$ cat config.mk
export PLATFORM = sky130hd
export DESIGN_NAME = skipjack_g_engine
export DESIGN_NICKNAME = d
export VERILOG_FILES = /design/src/rtl/skipjack_pkg.sv /design/src/rtl/skipjack_g_engine_f_box.sv /design/src/rtl/skipjack_g_engine.sv
export SDC_FILE = /design/constraint.sdc
export NUM_CORES = 1
export LEC_CHECK = 0
export BUFFER_PORTS_ARGS = -buffer_cell sky130_fd_sc_hd__buf_4
export CORE_ASPECT_RATIO = 0.9
export CORE_MARGIN = 5
export CORE_UTILIZATION = 47
export CTS_CLUSTER_DIAMETER = 40
export DETAILED_ROUTE_END_ITERATION = 16
export MAX_ROUTING_LAYER = met4
export PLACE_DENSITY = 0.67
export SLEW_MARGIN = 30
export SYNTH_ARGS = -nofsm -noshare
export SYNTH_HDL_FRONTEND = slang
export SYNTH_SLANG_ARGS = --single-unit
$ cat constraint.sdc
create_clock -name clk -period 7.8 [get_ports clk]
set_input_delay 0.78 -clock clk [delete_from_list [all_inputs] [get_ports clk]]
set_output_delay 0.78 -clock clk [all_outputs]
set_load 0.01 [all_outputs]
$ cat src/rtl/skipjack_pkg.sv
// Shared definitions for the Skipjack G-box engine.
//   F_TABLE        : the 256-entry Skipjack F substitution table
//   step_to_j0     : first key-byte index for a round counter, (4*step) mod 10
//   key_byte_index : (j0 + n) mod 10, the key-byte window with wrap 9 -> 0
//   fpc_is_legal   : legal F-box evaluations per clock (1, 2 or 4)
//   state_t        : engine FSM states
package skipjack_pkg;

  localparam logic [7:0] F_TABLE [256] = '{
    8'ha3, 8'hd7, 8'h09, 8'h83, 8'hf8, 8'h48, 8'hf6, 8'hf4, 8'hb3, 8'h21, 8'h15, 8'h78, 8'h99, 8'hb1, 8'haf, 8'hf9,
    8'he7, 8'h2d, 8'h4d, 8'h8a, 8'hce, 8'h4c, 8'hca, 8'h2e, 8'h52, 8'h95, 8'hd9, 8'h1e, 8'h4e, 8'h38, 8'h44, 8'h28,
    8'h0a, 8'hdf, 8'h02, 8'ha0, 8'h17, 8'hf1, 8'h60, 8'h68, 8'h12, 8'hb7, 8'h7a, 8'hc3, 8'he9, 8'hfa, 8'h3d, 8'h53,
    8'h96, 8'h84, 8'h6b, 8'hba, 8'hf2, 8'h63, 8'h9a, 8'h19, 8'h7c, 8'hae, 8'he5, 8'hf5, 8'hf7, 8'h16, 8'h6a, 8'ha2,
    8'h39, 8'hb6, 8'h7b, 8'h0f, 8'hc1, 8'h93, 8'h81, 8'h1b, 8'hee, 8'hb4, 8'h1a, 8'hea, 8'hd0, 8'h91, 8'h2f, 8'hb8,
    8'h55, 8'hb9, 8'hda, 8'h85, 8'h3f, 8'h41, 8'hbf, 8'he0, 8'h5a, 8'h58, 8'h80, 8'h5f, 8'h66, 8'h0b, 8'hd8, 8'h90,
    8'h35, 8'hd5, 8'hc0, 8'ha7, 8'h33, 8'h06, 8'h65, 8'h69, 8'h45, 8'h00, 8'h94, 8'h56, 8'h6d, 8'h98, 8'h9b, 8'h76,
    8'h97, 8'hfc, 8'hb2, 8'hc2, 8'hb0, 8'hfe, 8'hdb, 8'h20, 8'he1, 8'heb, 8'hd6, 8'he4, 8'hdd, 8'h47, 8'h4a, 8'h1d,
    8'h42, 8'hed, 8'h9e, 8'h6e, 8'h49, 8'h3c, 8'hcd, 8'h43, 8'h27, 8'hd2, 8'h07, 8'hd4, 8'hde, 8'hc7, 8'h67, 8'h18,
    8'h89, 8'hcb, 8'h30, 8'h1f, 8'h8d, 8'hc6, 8'h8f, 8'haa, 8'hc8, 8'h74, 8'hdc, 8'hc9, 8'h5d, 8'h5c, 8'h31, 8'ha4,
    8'h70, 8'h88, 8'h61, 8'h2c, 8'h9f, 8'h0d, 8'h2b, 8'h87, 8'h50, 8'h82, 8'h54, 8'h64, 8'h26, 8'h7d, 8'h03, 8'h40,
    8'h34, 8'h4b, 8'h1c, 8'h73, 8'hd1, 8'hc4, 8'hfd, 8'h3b, 8'hcc, 8'hfb, 8'h7f, 8'hab, 8'he6, 8'h3e, 8'h5b, 8'ha5,
    8'had, 8'h04, 8'h23, 8'h9c, 8'h14, 8'h51, 8'h22, 8'hf0, 8'h29, 8'h79, 8'h71, 8'h7e, 8'hff, 8'h8c, 8'h0e, 8'he2,
    8'h0c, 8'hef, 8'hbc, 8'h72, 8'h75, 8'h6f, 8'h37, 8'ha1, 8'hec, 8'hd3, 8'h8e, 8'h62, 8'h8b, 8'h86, 8'h10, 8'he8,
    8'h08, 8'h77, 8'h11, 8'hbe, 8'h92, 8'h4f, 8'h24, 8'hc5, 8'h32, 8'h36, 8'h9d, 8'hcf, 8'hf3, 8'ha6, 8'hbb, 8'hac,
    8'h5e, 8'h6c, 8'ha9, 8'h13, 8'h57, 8'h25, 8'hb5, 8'he3, 8'hbd, 8'ha8, 8'h3a, 8'h01, 8'h05, 8'h59, 8'h2a, 8'h46
  };

  typedef enum logic [1:0] {
    ST_IDLE = 2'd0,
    ST_BUSY = 2'd1,
    ST_DONE = 2'd2
  } state_t;

  function automatic bit fpc_is_legal(input int fpc);
    return (fpc == 1) || (fpc == 2) || (fpc == 4);
  endfunction

  // Round counter -> first key byte of its four-byte window.
  function automatic logic [3:0] step_to_j0(input logic [4:0] step);
    logic [6:0] t;
    t = {step, 2'b00};
    return 4'(t % 7'd10);
  endfunction

  // Key byte n positions into the window, wrapping 9 -> 0.
  function automatic logic [3:0] key_byte_index(input logic [3:0] j0, input logic [1:0] n);
    logic [4:0] t;
    t = {1'b0, j0} + {3'b000, n};
    return 4'((t >= 5'd10) ? (t - 5'd10) : t);
  endfunction

endpackage

$ cat src/rtl/skipjack_g_engine_f_box.sv
// f_box: one Skipjack F-table lookup.
//   iword : 8-bit table index
//   oword : 8-bit F(iword)
module f_box
  import skipjack_pkg::*;
(
  input  logic [7:0] iword,
  output logic [7:0] oword
);

  assign oword = F_TABLE[iword];

endmodule

$ cat src/rtl/skipjack_g_engine.sv
// skipjack_g_engine: iterative Skipjack G permutation (and optional G-inverse).
// Evaluates FPC Feistel stages per clock; a result appears 4/FPC cycles after
// the accept edge and is held until the consumer takes it.
//
// Build option: define SKIPJACK_GINV_EN to add G-inverse (selected by in_inv).
// Without it in_inv is ignored and G is always computed.
//
// Ports:
//   clk, rst_n            : clock, synchronous active-low reset
//   in_valid / in_ready   : request handshake (in_ready only in IDLE)
//   in_data  [15:0]       : {g1, g2} for G, {p, q} for G-inverse
//   in_step  [4:0]        : round counter selecting the key-byte window
//   in_key   [0:79]       : cryptovariable, byte b = in_key[8b +: 8]
//   in_inv                : 0 = G, 1 = G-inverse
//   out_valid / out_ready : result handshake
//   out_data [15:0]       : result, 0 whenever out_valid is 0
//
// Handshakes: a transfer happens on a rising edge where valid and ready are
// both 1; valid, once raised, holds its data stable until that edge.
module skipjack_g_engine
  import skipjack_pkg::*;
#(
  parameter int FPC = 1
) (
  input  logic        clk,
  input  logic        rst_n,
  input  logic        in_valid,
  output logic        in_ready,
  input  logic [15:0] in_data,
  input  logic [4:0]  in_step,
  input  logic [0:79] in_key,
  input  logic        in_inv,
  output logic        out_valid,
  input  logic        out_ready,
  output logic [15:0] out_data
);

  if (!fpc_is_legal(FPC)) begin : g_fpc_check
    $error("skipjack_g_engine: FPC must be 1, 2 or 4");
  end

  localparam logic [2:0] FPC_STEP = 3'(FPC);

  state_t      state_q, state_d;
  logic [1:0]  cnt_q;
  logic [15:0] work_q;
  logic [0:79] key_q;
  logic [3:0]  j0_q;
  logic        accept;
  logic [2:0]  cnt_sum;
  logic        wrap;
  logic [15:0] result;
  logic [15:0] init_word;

`ifdef SKIPJACK_GINV_EN
  logic inv_q;
`else
  logic unused_inv;
  assign unused_inv = in_inv;
`endif

  // Carry out of the 2-bit counter marks the last group of stages.
  assign cnt_sum = {1'b0, cnt_q} + FPC_STEP;
  assign wrap    = cnt_sum[2];
  assign accept  = in_valid & in_ready;

  // FSM state register
  always_ff @(posedge clk) begin
    if (!rst_n) state_q <= ST_IDLE;
    else        state_q <= state_d;
  end

  // FSM next state and handshake outputs
  always_comb begin
    state_d   = state_q;
    in_ready  = 1'b0;
    out_valid = 1'b0;
    case (state_q)
      ST_IDLE: begin
        in_ready = 1'b1;
        if (in_valid) state_d = ST_BUSY;
      end
      ST_BUSY: begin
        if (wrap) state_d = ST_DONE;
      end
      ST_DONE: begin
        out_valid = 1'b1;
        if (out_ready) state_d = ST_IDLE;
      end
      default: state_d = ST_IDLE;
    endcase
  end

  // The working word is {x, y}; every stage maps it to {y, F(y ^ k) ^ x}.
  // G starts from {g1, g2} with keys j0..j3 and ends at {p, q}. G-inverse
  // starts from {q, p} with keys j3..j0 and ends at {g2, g1}, so it reuses the
  // same stage with a swapped word and a reversed key window.
  logic [15:0] chain [FPC+1];
  assign chain[0] = work_q;

  for (genvar e = 0; e < FPC; e++) begin : g_stage
    logic [1:0] stage_n;
    logic [1:0] win_n;
    logic [3:0] kidx;
    logic [7:0] kbyte;
    logic [7:0] f_in;
    logic [7:0] f_out;

    assign stage_n = cnt_q + 2'(e);
`ifdef SKIPJACK_GINV_EN
    assign win_n = inv_q ? ~stage_n : stage_n;
`else
    assign win_n = stage_n;
`endif
    assign kidx  = key_byte_index(j0_q, win_n);
    assign kbyte = key_q[8*kidx +: 8];
    assign f_in  = chain[e][7:0] ^ kbyte;

    f_box u_f_box (
      .iword (f_in),
      .oword (f_out)
    );

    assign chain[e+1] = {chain[e][7:0], f_out ^ chain[e][15:8]};
  end

`ifdef SKIPJACK_GINV_EN
  assign init_word = in_inv ? {in_data[7:0], in_data[15:8]} : in_data;
  assign result    = inv_q ? {work_q[7:0], work_q[15:8]} : work_q;
`else
  assign init_word = in_data;
  assign result    = work_q;
`endif

  assign out_data = (state_q == ST_DONE) ? result : 16'h0000;

  // Datapath registers
  always_ff @(posedge clk) begin
    if (!rst_n) begin
      cnt_q  <= 2'd0;
      work_q <= 16'h0000;
      key_q  <= '0;
      j0_q   <= 4'd0;
`ifdef SKIPJACK_GINV_EN
      inv_q  <= 1'b0;
`endif
    end else if (accept) begin
      cnt_q  <= 2'd0;
      work_q <= init_word;
      key_q  <= in_key;
      j0_q   <= step_to_j0(in_step);
`ifdef SKIPJACK_GINV_EN
      inv_q  <= in_inv;
`endif
    end else if (state_q == ST_BUSY) begin
      cnt_q  <= cnt_sum[1:0];
      work_q <= chain[FPC];
    end
  end

endmodule

==> run_results.csv <==
group,metric,value,unit
cts,cts_resized,0,
power_and_ir_drop,ir_drop,167,µV
logic_synthesis,synth_edf_count,0,
cts,cts_tree,"built",
cts,cts_buffers,9,
floorplan,io_pins,124,
detailed_routing,wire_per_inst,23.5,µm
global_routing,antenna_found_initial,0,
worst_setup_path,crit_path_frequent_cell,"ha_1",
sta,max_freq,139,MHz
cts,clock-sinks,103,
sta,fin_setup_tns,0,ps
worst_setup_path,arrival,7470,ps
global_routing,grt_pass1_vias,9672,
detailed_routing,firstDrtPassIters,6,
logic_synthesis,synth_cells,1255,
sta,fin_skew,12.5,ps
cts,clk_path_buf_depth,2,
cts,cts_hold_buffers,0,
sta,finalSetupViolations,0,
worst_setup_path,cpPeakStageDelay,740,ps
worst_setup_path,critical_path_buf_inv_count,3,
logic_synthesis,ys_seq_elements,103,
detailed_routing,drtIter0Drc,1496,
detailed_routing,routed.top_layer,"met4",
layout,fin_util,56.6,%
worst_setup_path,critPathMaxFanout,19,
worst_setup_path,slowest_stage,"or4_1",
worst_hold_path,min_from,"key_q[47]",
cts,clock_latency,370,ps
cts,post-cts-setup-buffers,0,
logic_synthesis,seq_area_frac_synth,22.4,%
logic_synthesis,synth_most_common_cell,"nand2_1",
logic_synthesis,syn_area_per_cell,7.32,µm²
worst_setup_path,r2r-start,"cnt_q[1]",
worst_hold_path,hold_path.class,"flop to flop",
worst_setup_path,cp-end-kind,"flop",
layout,diodes,0,
detailed_routing,remaining_drc_errors,0,
detailed_routing,antenna_left,0,
logic_synthesis,synthTopCellsByArea,"dfxtp_1, nand2_1, a21boi_0, a21oi_1, mux2i_1",
detailed_routing,finalWirelength,37700,µm
cts,cts_root_buf,"clkbuf_16",
floorplan,row_count,48,
sta,min_period_over_period,92.3,%
worst_setup_path,critPathLaunchType,"flop",
logic_synthesis,synth_cell_types,93,
worst_setup_path,crit_type,"flop to flop",
logic_synthesis,ys.flop_type,"dfxtp_1",
logic_synthesis,yosys_warnings,0,
power_and_ir_drop,power_density,333,nW/µm²
sta,relSlewSlack,30.1,%
logic_synthesis,synth_nets,1382,
global_routing,grt_overflow,0,
layout,drive_above_1_share,19.5,%
logic_synthesis,synth_top_area_share,22.4,%
logic_synthesis,async_flop_share,0,%
sta,slew_violations,0,
global_routing,grtUsageTotal,33.6,%
cts,h-tree-depth,3,
logic_synthesis,synth_area,9190,µm²
worst_setup_path,crit_chain,"ha_1 > ha_1 > inv_1 > ha_1 > nor3_1 > a311o_1 > a221oi_4 > mux4_2 > and3_1 > or4_1 > clkinv_4 > ha_1 > a22oi_1 > a32oi_1 > a22oi_1 > o2111ai_1 > o211ai_1 > buf_4 > nor3_1 > and4b_1",
sta,rsz0062_at_grt,"no",
sta,fin_crit,7200,ps
global_routing,grt_pass1_wl,56900,µm
logic_synthesis,synthTopCellsByCount,"nand2_1, dfxtp_1, a21boi_0",
worst_setup_path,cp-startpoint,"cnt_q[1]",
place,dp_hpwl,27000,µm
worst_setup_path,path_delay_family,"compound AO/OA/AOI/OAI gates",
floorplan,die_x,157,µm
power_and_ir_drop,power_leakage,4.22,nW
place,portBuffers,122,
detailed_routing,met3WireLength,5070,µm
detailed_routing,wl_met2,14700,µm
floorplan,coreArea,19200,µm²
run_status,status,"finished, final reports clean",
floorplan,die-area,22400,µm²
place,routabilityCongestion,1.09,
detailed_routing,wl_met1,16200,µm
sta,hold_slack,464,ps
layout,syn_to_final_growth,18.3,%
cts,path_clk_slew,80,ps
floorplan,die_h,143,µm
detailed_routing,vias,10584,
logic_synthesis,synth_top_area_cell,"dfxtp_1",
job,maxCapViolCount,0,
worst_setup_path,required,8070,ps
sta,finalHoldViolations,0,
floorplan,initial_core_util,47.8,%
layout,fin_nets,1473,
global_routing,grt_max_degree,103,
sta,tightest_slew,1040,ps
detailed_routing,avgViaCountPerCell,6.61,
cells by family (layout without fill, tap and decap cells):
group,Yosys count,count (layout),synth area share (%)
buf+inv,134,230,6.41
simple gates,469,469,22.6
compound gates,457,457,36.3
fa+ha+maj,21,21,2.86
flops,103,103,22.4
mux,50,50,6.77
xor+xnor,21,21,2.52
worst paths after layout:
path                    end  slack (ps)  cells past startpoint
hold / removal    key_q[47]         460                      2
setup reg to reg  result[4]         600                     20
setup / recovery  result[4]         600                     20
hold reg to reg   key_q[47]         460                      2
metal layers:
metal | global-route usage (%) | vias to the layer above
met3 | 12.3 | 142
li1 | - | 4827
met1 | 46.1 | 4879
met5 | - | -
met4 | 12.6 | 0
met2 | 44.7 | 736
cell usage in the layout (no fill, tap or decap), types with 10 or more instances in the layout:
| cell | instances |
|---|---|
| o221ai_1 | 10 |
| a211oi_1 | 29 |
| o211ai_1 | 23 |
| nor2_1 | 63 |
| nand2b_1 | 18 |
| nor3_1 | 25 |
| a21oi_1 | 70 |
| mux2i_1 | 34 |
| nand2_1 | 260 |
| nand3_1 | 35 |
| buf_4 | 197 |
| o22ai_1 | 15 |
| a22oi_1 | 18 |
| a31oi_1 | 22 |
| inv_1 | 14 |
| ha_1 | 21 |
| dfxtp_1 | 102 |
| o21ai_0 | 44 |
| o2111ai_1 | 10 |
| a21boi_0 | 89 |
| and2_1 | 19 |
where the power goes:
part | internal, mW | total (mW) | switching [mW]
Sequential | 0.565 | 0.613 | 0.0473
Combinational | 0.890 | 2.53 | 1.64
Clock | 0.233 | 0.482 | 0.248
Total | 1.69 | 3.62 | 1.93
worst reg2reg max path: stages, from the launching register on:
cell	delay, ps
dfxtp_1	420
ha_1	290
ha_1	340
inv_1	310
ha_1	500
nor3_1	100
a311o_1	380
a221oi_4	570
mux4_2	610
and3_1	190
or4_1	740
clkinv_4	290
ha_1	580
a22oi_1	230
a32oi_1	240
a22oi_1	150
o2111ai_1	480
o211ai_1	180
buf_4	200
nor3_1	110
and4b_1	200
state kept, by name, summed over array words and instances (netlist names):
register,count
state_q,2
result,16
j0_q,3
key_q,80
cnt_q,2
through the flow:
stage                     worst slack (ps)  std cells  total power, mW  cell area (µm²)
after floorplan                       1960       1255             2.10             9190
after global placement                 858       1585             3.04            10500
after detailed placement               891       1585             2.99            10500
after CTS                              837       1601             3.48            10900
after global routing                   406       1601             3.74            10900
final                                  597       1601             3.62            10900
final cells by class:
type	count	area, µm²
tap	250	313
fill	1881	8350
multi-input combinational	1018	6630
clock buffer	9	225
sequential	103	2060
timing repair buffer	197	1480
clock inverter	7	91.3
inverter	17	68.8
(Power assumes the default switching activity.)
